[src/rtl/stack_controller_if.sv]
`default_nettype none
// +--------------------------------------------------------------------------+
// | Module   : stack_controller_if                                           |
// | Brief    : Controller <-> datapath strobe bundle (CTRL_STEP_EN adds step)|
// | Revision : 1.0                                                           |
// +--------------------------------------------------------------------------+
interface stack_controller_if;
    logic [2:0] opcode;
    logic       a_zero;
`ifdef CTRL_STEP_EN
    logic       step;
`endif
    logic       LorD;
    logic       read;
    logic       write;
    logic       StackSrc;
    logic       tos;
    logic       push;
    logic       pop;
    logic       RegDst;
    logic       LA;
    logic       LB;
    logic       LR;
    logic       PCL;
    logic       Ain;
    logic       Bin;
    logic [1:0] ALUop;
    logic       next;
    logic       jump;
    logic [3:0] state;
    logic       instr_done;

    modport master (
`ifdef CTRL_STEP_EN
        input  step,
`endif
        input  opcode, a_zero,
        output LorD, read, write, StackSrc, tos, push, pop, RegDst,
               LA, LB, LR, PCL, Ain, Bin, ALUop, next, jump, state, instr_done
    );

    modport slave (
`ifdef CTRL_STEP_EN
        output step,
`endif
        output opcode, a_zero,
        input  LorD, read, write, StackSrc, tos, push, pop, RegDst,
               LA, LB, LR, PCL, Ain, Bin, ALUop, next, jump, state, instr_done
    );
endinterface
`default_nettype wire

[src/rtl/stack_controller.sv]
`default_nettype none
// +--------------------------------------------------------------------------+
// | Module   : stack_controller                                              |
// | Brief    : Multicycle Moore sequencer for the 8-bit stack-machine        |
// |            datapath. Optional single-step mode via CTRL_STEP_EN.         |
// | Revision : 1.0                                                           |
// +--------------------------------------------------------------------------+
module stack_controller #(
    parameter logic [1:0] ALU_ADD = 2'b00,
    parameter logic [1:0] ALU_SUB = 2'b01,
    parameter logic [1:0] ALU_AND = 2'b10,
    parameter logic [1:0] ALU_NOT = 2'b11
) (
    input wire                 clk,
    input wire                 rst,
    stack_controller_if.master ctrl
);

    typedef enum logic [3:0] {
        S_INIT   = 4'd0,
        S_FETCH  = 4'd1,
        S_DECODE = 4'd2,
        S_POPA   = 4'd3,
        S_POPB   = 4'd4,
        S_EXEC   = 4'd5,
        S_PUSHR  = 4'd6,
        S_PUSHM  = 4'd7,
        S_MEMWR  = 4'd8,
        S_JMPS   = 4'd9,
        S_JZS    = 4'd10
`ifdef CTRL_STEP_EN
        ,
        S_WAIT   = 4'd11
`endif
    } state_t;

    localparam logic [2:0] c_OP_ADD  = 3'b000;
    localparam logic [2:0] c_OP_SUB  = 3'b001;
    localparam logic [2:0] c_OP_AND  = 3'b010;
    localparam logic [2:0] c_OP_NOT  = 3'b011;
    localparam logic [2:0] c_OP_PUSH = 3'b100;
    localparam logic [2:0] c_OP_POP  = 3'b101;
    localparam logic [2:0] c_OP_JMP  = 3'b110;
    localparam logic [2:0] c_OP_JZ   = 3'b111;

    // Where INIT and every final state hand control back to.
`ifdef CTRL_STEP_EN
    localparam state_t c_RESUME = S_WAIT;
`else
    localparam state_t c_RESUME = S_FETCH;
`endif

    state_t     r_state;
    state_t     w_nextState;
    logic [1:0] w_aluOp;

    logic       r_LorD;
    logic       r_read;
    logic       r_write;
    logic       r_StackSrc;
    logic       r_tos;
    logic       r_push;
    logic       r_pop;
    logic       r_LA;
    logic       r_LB;
    logic       r_LR;
    logic       r_PCL;
    logic       r_Ain;
    logic       r_Bin;
    logic [1:0] r_ALUop;
    logic       r_next;
    logic       r_jump;
    logic       r_jzArm;
    logic       r_instrDone;
    logic       w_jzTake;

    always_comb begin
        case (ctrl.opcode)
            c_OP_SUB: w_aluOp = ALU_SUB;
            c_OP_AND: w_aluOp = ALU_AND;
            c_OP_NOT: w_aluOp = ALU_NOT;
            default:  w_aluOp = ALU_ADD;
        endcase
    end

    always_comb begin
        w_nextState = S_INIT;
        case (r_state)
            S_INIT:   w_nextState = c_RESUME;
            S_FETCH:  w_nextState = S_DECODE;
            S_DECODE: begin
                case (ctrl.opcode)
                    c_OP_PUSH: w_nextState = S_PUSHM;
                    c_OP_JMP:  w_nextState = S_JMPS;
                    default:   w_nextState = S_POPA;
                endcase
            end
            S_POPA: begin
                case (ctrl.opcode)
                    c_OP_ADD, c_OP_SUB, c_OP_AND: w_nextState = S_POPB;
                    c_OP_NOT:                     w_nextState = S_EXEC;
                    c_OP_POP:                     w_nextState = S_MEMWR;
                    c_OP_JZ:                      w_nextState = S_JZS;
                    default:                      w_nextState = S_INIT;
                endcase
            end
            S_POPB:   w_nextState = S_EXEC;
            S_EXEC:   w_nextState = S_PUSHR;
            S_PUSHR, S_PUSHM, S_MEMWR, S_JMPS, S_JZS:
                      w_nextState = c_RESUME;
`ifdef CTRL_STEP_EN
            S_WAIT:   w_nextState = ctrl.step ? S_FETCH : S_WAIT;
`endif
            default:  w_nextState = S_INIT;
        endcase
    end

    // Outputs are decoded from the state being entered so they are registered
    // alongside r_state; reset and illegal codes both land in all-zero INIT.
    always_ff @(posedge clk) begin
        if (rst) begin
            r_state     <= S_INIT;
            r_LorD      <= 1'b0;
            r_read      <= 1'b0;
            r_write     <= 1'b0;
            r_StackSrc  <= 1'b0;
            r_tos       <= 1'b0;
            r_push      <= 1'b0;
            r_pop       <= 1'b0;
            r_LA        <= 1'b0;
            r_LB        <= 1'b0;
            r_LR        <= 1'b0;
            r_PCL       <= 1'b0;
            r_Ain       <= 1'b0;
            r_Bin       <= 1'b0;
            r_ALUop     <= ALU_ADD;
            r_next      <= 1'b0;
            r_jump      <= 1'b0;
            r_jzArm     <= 1'b0;
            r_instrDone <= 1'b0;
        end else begin
            r_state     <= w_nextState;
            r_LorD      <= (w_nextState == S_FETCH);
            r_read      <= (w_nextState == S_FETCH) || (w_nextState == S_PUSHM);
            r_write     <= (w_nextState == S_MEMWR);
            r_StackSrc  <= (w_nextState == S_PUSHR);
            r_tos       <= (w_nextState == S_POPA) || (w_nextState == S_POPB);
            r_push      <= (w_nextState == S_PUSHR) || (w_nextState == S_PUSHM);
            r_pop       <= (w_nextState == S_POPA) || (w_nextState == S_POPB);
            r_LA        <= (w_nextState == S_POPA);
            r_LB        <= (w_nextState == S_POPB);
            r_LR        <= (w_nextState == S_FETCH);
            r_PCL       <= (w_nextState == S_FETCH) || (w_nextState == S_JMPS);
            r_Ain       <= (w_nextState == S_FETCH);
            r_Bin       <= (w_nextState == S_EXEC);
            r_ALUop     <= (w_nextState == S_EXEC) ? w_aluOp : ALU_ADD;
            r_next      <= (w_nextState == S_FETCH);
            r_jump      <= (w_nextState == S_JMPS);
            r_jzArm     <= (w_nextState == S_JZS);
            r_instrDone <= (w_nextState == S_PUSHR) || (w_nextState == S_PUSHM) ||
                           (w_nextState == S_MEMWR) || (w_nextState == S_JMPS)  ||
                           (w_nextState == S_JZS);
        end
    end

    // regA is loaded on the same edge that enters JZS, so the zero flag is
    // only valid during JZS itself and has to qualify the branch there.
    assign w_jzTake = r_jzArm & ctrl.a_zero;

    assign ctrl.LorD       = r_LorD;
    assign ctrl.read       = r_read;
    assign ctrl.write      = r_write;
    assign ctrl.StackSrc   = r_StackSrc;
    assign ctrl.tos        = r_tos;
    assign ctrl.push       = r_push;
    assign ctrl.pop        = r_pop;
    assign ctrl.RegDst     = 1'b0;
    assign ctrl.LA         = r_LA;
    assign ctrl.LB         = r_LB;
    assign ctrl.LR         = r_LR;
    assign ctrl.PCL        = r_PCL | w_jzTake;
    assign ctrl.Ain        = r_Ain;
    assign ctrl.Bin        = r_Bin;
    assign ctrl.ALUop      = r_ALUop;
    assign ctrl.next       = r_next;
    assign ctrl.jump       = r_jump | w_jzTake;
    assign ctrl.state      = r_state;
    assign ctrl.instr_done = r_instrDone;

endmodule
`default_nettype wire

[src/flat_wrapper.sv]
// flat-port wrapper written by rule: the top's interface ports become plain ports
module stack_controller_flat 
#(
    parameter logic [1:0] ALU_ADD = 2'b00,
    parameter logic [1:0] ALU_SUB = 2'b01,
    parameter logic [1:0] ALU_AND = 2'b10,
    parameter logic [1:0] ALU_NOT = 2'b11
)
  (clk, rst, ctrl_opcode, ctrl_a_zero, ctrl_LorD, ctrl_read, ctrl_write, ctrl_StackSrc, ctrl_tos, ctrl_push, ctrl_pop, ctrl_RegDst, ctrl_LA, ctrl_LB, ctrl_LR, ctrl_PCL, ctrl_Ain, ctrl_Bin, ctrl_ALUop, ctrl_next, ctrl_jump, ctrl_state, ctrl_instr_done);
  stack_controller_if ctrl_i ();
  input wire clk;
  input wire rst;
  input wire logic [$bits(ctrl_i.opcode)-1:0] ctrl_opcode;
  input wire logic [$bits(ctrl_i.a_zero)-1:0] ctrl_a_zero;
  output wire logic [$bits(ctrl_i.LorD)-1:0] ctrl_LorD;
  output wire logic [$bits(ctrl_i.read)-1:0] ctrl_read;
  output wire logic [$bits(ctrl_i.write)-1:0] ctrl_write;
  output wire logic [$bits(ctrl_i.StackSrc)-1:0] ctrl_StackSrc;
  output wire logic [$bits(ctrl_i.tos)-1:0] ctrl_tos;
  output wire logic [$bits(ctrl_i.push)-1:0] ctrl_push;
  output wire logic [$bits(ctrl_i.pop)-1:0] ctrl_pop;
  output wire logic [$bits(ctrl_i.RegDst)-1:0] ctrl_RegDst;
  output wire logic [$bits(ctrl_i.LA)-1:0] ctrl_LA;
  output wire logic [$bits(ctrl_i.LB)-1:0] ctrl_LB;
  output wire logic [$bits(ctrl_i.LR)-1:0] ctrl_LR;
  output wire logic [$bits(ctrl_i.PCL)-1:0] ctrl_PCL;
  output wire logic [$bits(ctrl_i.Ain)-1:0] ctrl_Ain;
  output wire logic [$bits(ctrl_i.Bin)-1:0] ctrl_Bin;
  output wire logic [$bits(ctrl_i.ALUop)-1:0] ctrl_ALUop;
  output wire logic [$bits(ctrl_i.next)-1:0] ctrl_next;
  output wire logic [$bits(ctrl_i.jump)-1:0] ctrl_jump;
  output wire logic [$bits(ctrl_i.state)-1:0] ctrl_state;
  output wire logic [$bits(ctrl_i.instr_done)-1:0] ctrl_instr_done;
  assign ctrl_i.opcode = ctrl_opcode;
  assign ctrl_i.a_zero = ctrl_a_zero;
  assign ctrl_LorD = ctrl_i.LorD;
  assign ctrl_read = ctrl_i.read;
  assign ctrl_write = ctrl_i.write;
  assign ctrl_StackSrc = ctrl_i.StackSrc;
  assign ctrl_tos = ctrl_i.tos;
  assign ctrl_push = ctrl_i.push;
  assign ctrl_pop = ctrl_i.pop;
  assign ctrl_RegDst = ctrl_i.RegDst;
  assign ctrl_LA = ctrl_i.LA;
  assign ctrl_LB = ctrl_i.LB;
  assign ctrl_LR = ctrl_i.LR;
  assign ctrl_PCL = ctrl_i.PCL;
  assign ctrl_Ain = ctrl_i.Ain;
  assign ctrl_Bin = ctrl_i.Bin;
  assign ctrl_ALUop = ctrl_i.ALUop;
  assign ctrl_next = ctrl_i.next;
  assign ctrl_jump = ctrl_i.jump;
  assign ctrl_state = ctrl_i.state;
  assign ctrl_instr_done = ctrl_i.instr_done;
  stack_controller #(.ALU_ADD(ALU_ADD), .ALU_SUB(ALU_SUB), .ALU_AND(ALU_AND), .ALU_NOT(ALU_NOT)) u_core (.clk(clk), .rst(rst), .ctrl(ctrl_i));
endmodule
[config.mk]
export PLATFORM = sky130hd
export DESIGN_NAME = stack_controller_flat
export DESIGN_NICKNAME = d
export VERILOG_FILES = /design/src/rtl/stack_controller_if.sv /design/src/rtl/stack_controller.sv /design/src/flat_wrapper.sv
export SDC_FILE = /design/constraint.sdc
export NUM_CORES = 1
export LEC_CHECK = 0
export CORE_MARGIN = 5
export CORE_UTILIZATION = 43
export CTS_CLUSTER_SIZE = 10
export DETAILED_ROUTE_END_ITERATION = 6
export GPL_TIMING_DRIVEN = 0
export PLACE_DENSITY = 0.77
export SLEW_MARGIN = 10
export SYNTH_ARGS = -nofsm -noshare
export SYNTH_HDL_FRONTEND = slang
export SYNTH_SLANG_ARGS = --single-unit
export TNS_END_PERCENT = 30
[constraint.sdc]
create_clock -name clk -period 1.6 [get_ports clk]
set_input_delay 0.16 -clock clk [delete_from_list [all_inputs] [get_ports clk]]
set_output_delay 0.16 -clock clk [all_outputs]
set_load 0.03 [all_outputs]
Word level (Yosys, flattened, before mapping)
Cells that the tools add are included.
{ "word_totals": {"inputBits": 6, "wordCells": 61, "output_inout_bits": 23, "register_bits": 19} }
{ "classes": {"n_eq_ne": 26, "bitwise_logic": 4, "reduce_logical": 12, "muxes": 4} }
{ "op_table": {"columns": ["op", "n"], "rows": [
  ["4-bit by 3-bit equality test with 1-bit output (second input constant)", 8],
  ["4-bit equality test (second input constant)", 6],
  ["4-bit case mux with 6 select lines", 1],
  ["4-bit case mux with 4 select lines", 1],
  ["3-bit equality test (second input constant)", 4],
  ["4-bit by 2-bit equality test with 1-bit output (second input constant)", 3],
  ["4-bit by 1-bit equality test with 1-bit output (second input constant)", 2],
  ["4-bit case mux with 2 select lines", 1],
  ["1-bit logical OR", 7],
  ["3-bit by 2-bit equality test with 1-bit output (second input constant)", 2],
  ["2-bit case mux with 3 select lines", 1],
  ["6-bit OR reduction", 1],
  ["4-bit logical NOT", 1],
  ["3-bit by 1-bit equality test with 1-bit output (second input constant)", 1],
  ["3-bit logical NOT", 1],
  ["3-bit OR reduction", 1],
  ["1-bit bitwise OR", 2],
  ["2-bit OR reduction", 1],
  ["1-bit AND", 1],
  ["1-bit NOT", 1]
]} }

Longest topological paths before layout
{ "depth": {"depth_word": 9, "ltp_mapped": 6, "mapped_depth_nobuf": 4} }

Worst setup path after synthesis
OpenSTA, ideal clock, no wires.
{ "synth_path": {"path_type": "reg-to-reg", "startpoint": "register u_core.r_state[1], in the netlist u_core.ctrl.state[1]", "endpoint": "register u_core.r_tos, in the netlist u_core.ctrl.tos", "synth_period_minus_slack_ps": 1684, "t_arrival_ps": 1556, "setup_time_ps": 128, "n_path_buf": 0, "slack_ps": -84, "required_time_ps": 1472, "path_stages_with_launch": 5, "path_cell_list": "dfxtp_1 > or3b_4 > o32a_4 > o211ai_2 > o21bai_1"} }
{ "synth_via": {"elab_chain_len": 5, "elab_cells_between_ends": 16, "cone_classes": "12 x eq/ne; 1 x mux; 3 x reduce/logical"} }
{ "synth_rtl": {"columns": ["element", "line_no", "text"], "rows": [
  ["from (decl)", "stack_controller.sv:53", "state_t r_state;"],
  ["from (signal assigned)", "stack_controller.sv:142", "r_state <= w_nextState;"],
  ["4-bit by 3-bit equality test with 1-bit output (tied with other cells)", "stack_controller.sv:88", "case (r_state)"],
  ["6-bit OR reduction (no source line)", null, null],
  ["4-bit case mux with 6 select lines *", "stack_controller.sv:88", null],
  ["4-bit by 2-bit equality test with 1-bit output / 4-bit by 3-bit equality test with 1-bit output (equally long branches)", "stack_controller.sv:147", "r_tos <= (w_nextState == S_POPA) || (w_nextState == S_POPB);"],
  ["1-bit logical OR *", "stack_controller.sv:147", null],
  ["to (signal assigned)", "stack_controller.sv:147", null],
  ["to (decl)", "stack_controller.sv:61", "logic r_tos;"]
]} }
Every way passes the cells marked *; elsewhere a longest branch is shown, timed or not.
A chain may end at the register's enable or synchronous reset.

Worst setup path after layout
{ "layout_path": {"startpoint": "register u_core.r_state[0], in the netlist u_core.ctrl.state[0]", "endpoint": "register u_core.r_ALUop[1], in the netlist u_core.ctrl.ALUop[1]"} }
{ "layout_via": {"elab_chain_len": 6, "elab_cells_between_ends": 16, "cone_classes": "11 x eq/ne; 1 x mux; 1 x bitwise; 3 x reduce/logical"} }
{ "layout_rtl": {"columns": ["element", "line_no", "text"], "rows": [
  ["4-bit by 3-bit equality test with 1-bit output (tied with other cells)", "stack_controller.sv:88", null],
  ["6-bit OR reduction (no source line)", null, null],
  ["4-bit case mux with 6 select lines *", "stack_controller.sv:88", null],
  ["4-bit by 3-bit equality test with 1-bit output *", "stack_controller.sv:156", "r_ALUop <= (w_nextState == S_EXEC) ? w_aluOp : ALU_ADD;"],
  ["1-bit NOT (no source line) *", null, null],
  ["2-bit OR reduction (no source line) *", null, null],
  ["to (signal assigned)", "stack_controller.sv:156", null],
  ["to (decl)", "stack_controller.sv:70", "logic [1:0] r_ALUop;"]
]} }
Marks and branches as above.

==> flow_summary_export.csv <==
group,metric,value,unit
grt,busiest_layer,"met2",
clock_tree,cts_root_buffer,"clkbuf_4",
clock_tree,clock_sinks,19,
die,rows,15,
die,die_area,0.00289,mm²
grt,grt_use_met2,23.6,%
drt,totalWireLength,2110,µm
status,status,"complete, no violations",
pwr,power_leakage,0.600,nW
sta,drv_slew,0,
die,core_area,0.00176,mm²
drt,post_drt_wl_per_cell,14.9,µm
setup_path,critPathSlowestCell,"a311o_2",
yosys,async_reset_ff_share,0,%
grt,overflow,0,
yosys,netlist_instances,79,
clock_tree,clkTransAtPathRegs,0.10,ns
sta,tns,0,ns
setup_path,crit_type,"register to register",
grt,gr-usage-met3,4.99,%
setup_path,worstPathCellList,"buf_8 > a21boi_4 > o32ai_4 > a311o_2 > buf_4 > nor4_4",
clock_tree,insertion_delay,0.30,ns
yosys,synth_edf_count,0,
yosys,ys_ff_latch,19,
sta,skew,0.00541,ns
yosys,synth_seq_area_share,46.2,%
final_layout,synthToLayoutAreaGrowth,57.3,%
setup_path,slowest_delay,0.41,ns
yosys,syn_area,823,µm²
pwr,vdd_drop_max,0.586,mV
drt,routed_via_density,5.08,
grt,met1_usage,15.4,%
setup_path,timing.rr.start,"u_core.ctrl.state[0]",
min_path,hold_depth,3,
min_path,hp-start,"ctrl_opcode[0]",
sta,finalHoldViolCount,0,
grt,grt_antenna_before_repair,0,
sta,rsz0062_at_grt,"yes",
setup_path,cp_max_fo,6,
die,start_util,46.7,%
setup_path,cp-start-kind,"register",
place,portBuffers,26,
sta,fin_crit,1.60,ns
final_layout,nNetsFinal,124,
grt,grt_pass1_vias,607,
setup_path,rr_endpoint,"u_core.ctrl.ALUop[1]",
grt,grt_pass1_wl,2770,µm
die,fp.dieH,53.8,µm
final_layout,multi_input_area,438,µm²
yosys,synth_nets,85,
final_layout,ff_latch_area,393,µm²
clock_tree,cts_buffer_depth,2,
place,gp_congestion,0.765,
die,io_pins,29,
pwr,powerDensity,815,mW/mm²
clock_tree,cts_tree,"yes",
drt,vias,721,
setup_path,cp.buffers_inverters,2,
yosys,synth_warnings,0,
place,dp_hpwl,1340,µm
setup_path,rrSetupSlack,0.003,ns
drt,drc,0,
yosys,synth_most_common_cell,"dfxtp_1",
clock_tree,cts_htree_levels,1,
final_layout,fillCellCount,150,
die,fp.dieW,53.8,µm
yosys,synth_top_area_share,46.2,%
grt,grt_max_degree,12,
setup_path,cp.required,1.81,ns
final_layout,drive_gt1_share,36.8,%
sta,setup_viol,0,
setup_path,cp_top_family,"compound AO/OA/AOI/OAI gates",
yosys,synthTopCellsByCount,"dfxtp_1, nor2_1, buf_4",
yosys,post_synth_num_cell_types,32,
drt,antenna_left,0,
final_layout,largest_reg_flops,4,
sta,max_freq,626,MHz
min_path,hold_end,"u_core.ctrl.ALUop[0]",
yosys,ys_top_cells_by_area,"dfxtp_1, buf_4, nor2_1, nand4bb_1, o32a_4",
sta,layout_worst_path_cycle_share,99.8,%
yosys,ys.flop_type,"dfxtp_1",
setup_path,end_kind,"register",
drt,dr.pass1.iters,4,
setup_path,worst_ep_arrival_time,1.81,ns
place,place_area,0.00112,mm²
yosys,yosys.area.top_type,"dfxtp_1",
yosys,syn_avg_cell_area,10.4,µm²
final_layout,antennaDiodeCount,0,
drt,drt_iter0_drc,5,
flow_run,drv_cap,0,
final_layout,stdcell_area,0.00129,mm²
setup_path,rr_worst_depth,6,
min_path,hold_path.class,"input port to register",
grt,grt_usage,13.6,%
clock_tree,numCtsBuffers,3,
==> through the flow <==
step                      instances  worst slack, ns  hold slack (ns)  util [%]  total power [mW]
after CTS                       134        -0.000331            0.165      64.3              1.00
final                           142          0.00265            0.181      73.4              1.06
after global placement          130           -0.209            0.478      63.3             0.775
after detailed placement        130           -0.247            0.487      63.3             0.781
after floorplan                  79          0.00846            0.225         -             0.687
after global routing            142          -0.0523            0.184      73.4              1.10
==> power breakdown <==
group          internal [mW]  switching, mW
clock                 0.0933          0.141
combinational          0.145          0.171
sequential             0.491         0.0151
total                  0.729          0.327
==> final cells by class <==
| type | instances | area share [%] |
|---|---|---|
| plain buffers | 7 | 4.44 |
| clock buffers | 3 | 1.74 |
| clock inverters | 1 | 0.386 |
| inverters | 5 | 1.45 |
| multi-input cells | 47 | 33.8 |
| flip-flops and latches | 19 | 30.3 |
| well taps | 25 | 2.42 |
| repair buffers | 35 | 25.4 |
==> how the worst max path moves through the flow <==
stage | endpoint | slack (ns) | depth (start not counted) | startpoint
after floorplan | u_core.ctrl.tos | 0.008 | 4 | u_core.ctrl.state[3]
after global placement | u_core.ctrl.ALUop[0] | -0.21 | 5 | ctrl_opcode[1]
after detailed placement | u_core.ctrl.ALUop[1] | -0.25 | 5 | ctrl_opcode[1]
after CTS | u_core.ctrl.read | -0.0003 | 4 | u_core.ctrl.state[3]
after global routing | u_core.ctrl.ALUop[1] | -0.05 | 6 | u_core.ctrl.state[0]
final | u_core.ctrl.ALUop[1] | 0.003 | 6 | u_core.ctrl.state[0]
==> metal layers <==
layer	vias up	share of wire [%]
li1	345	-
met1	349	40
met2	25	53
met3	2	6.2
met4	0	0.52
met5	-	0
==> cells in the final DEF, fill, tap and decap left out, types with 3 or more instances in the layout <==
master,Yosys,final
inv_1,5,5
dlymetal6s2s_1,0,5
dfxtp_1,19,15
clkdlybuf4s50_1,0,15
buf_4,6,16
nor2_1,7,7
clkbuf_4,0,3
nand2b_1,3,3
dfxtp_4,0,3
==> worst reg2reg max path: cells and delay by family (launching register included) <==
family	cells	cell delay (ns)
AO/OA/AOI/OAI	3	0.74
buffers and inverters	2	0.28
AND/OR/NAND/NOR	1	0.13
flip-flops	1	0.36
==> logic make-up after synthesis <==
kind of cell           synth area share, %
AND/OR/NAND/NOR                       25.1
other                                0.455
flip-flops                            46.2
AO/OA/AOI/OAI                         18.4
XOR/XNOR                              1.06
buffers and inverters                 8.81
==> what timing repair did <==
item                       in CTS  in global routing
hold buffers                    0                  0
pin swaps                       0                  5
hold endpoints to repair        0                  0
setup endpoints to repair       6                 15
gates resized for setup         5                 23
buffers inserted                0                  9
No activity file was read; power rests on OpenSTA's default activity.
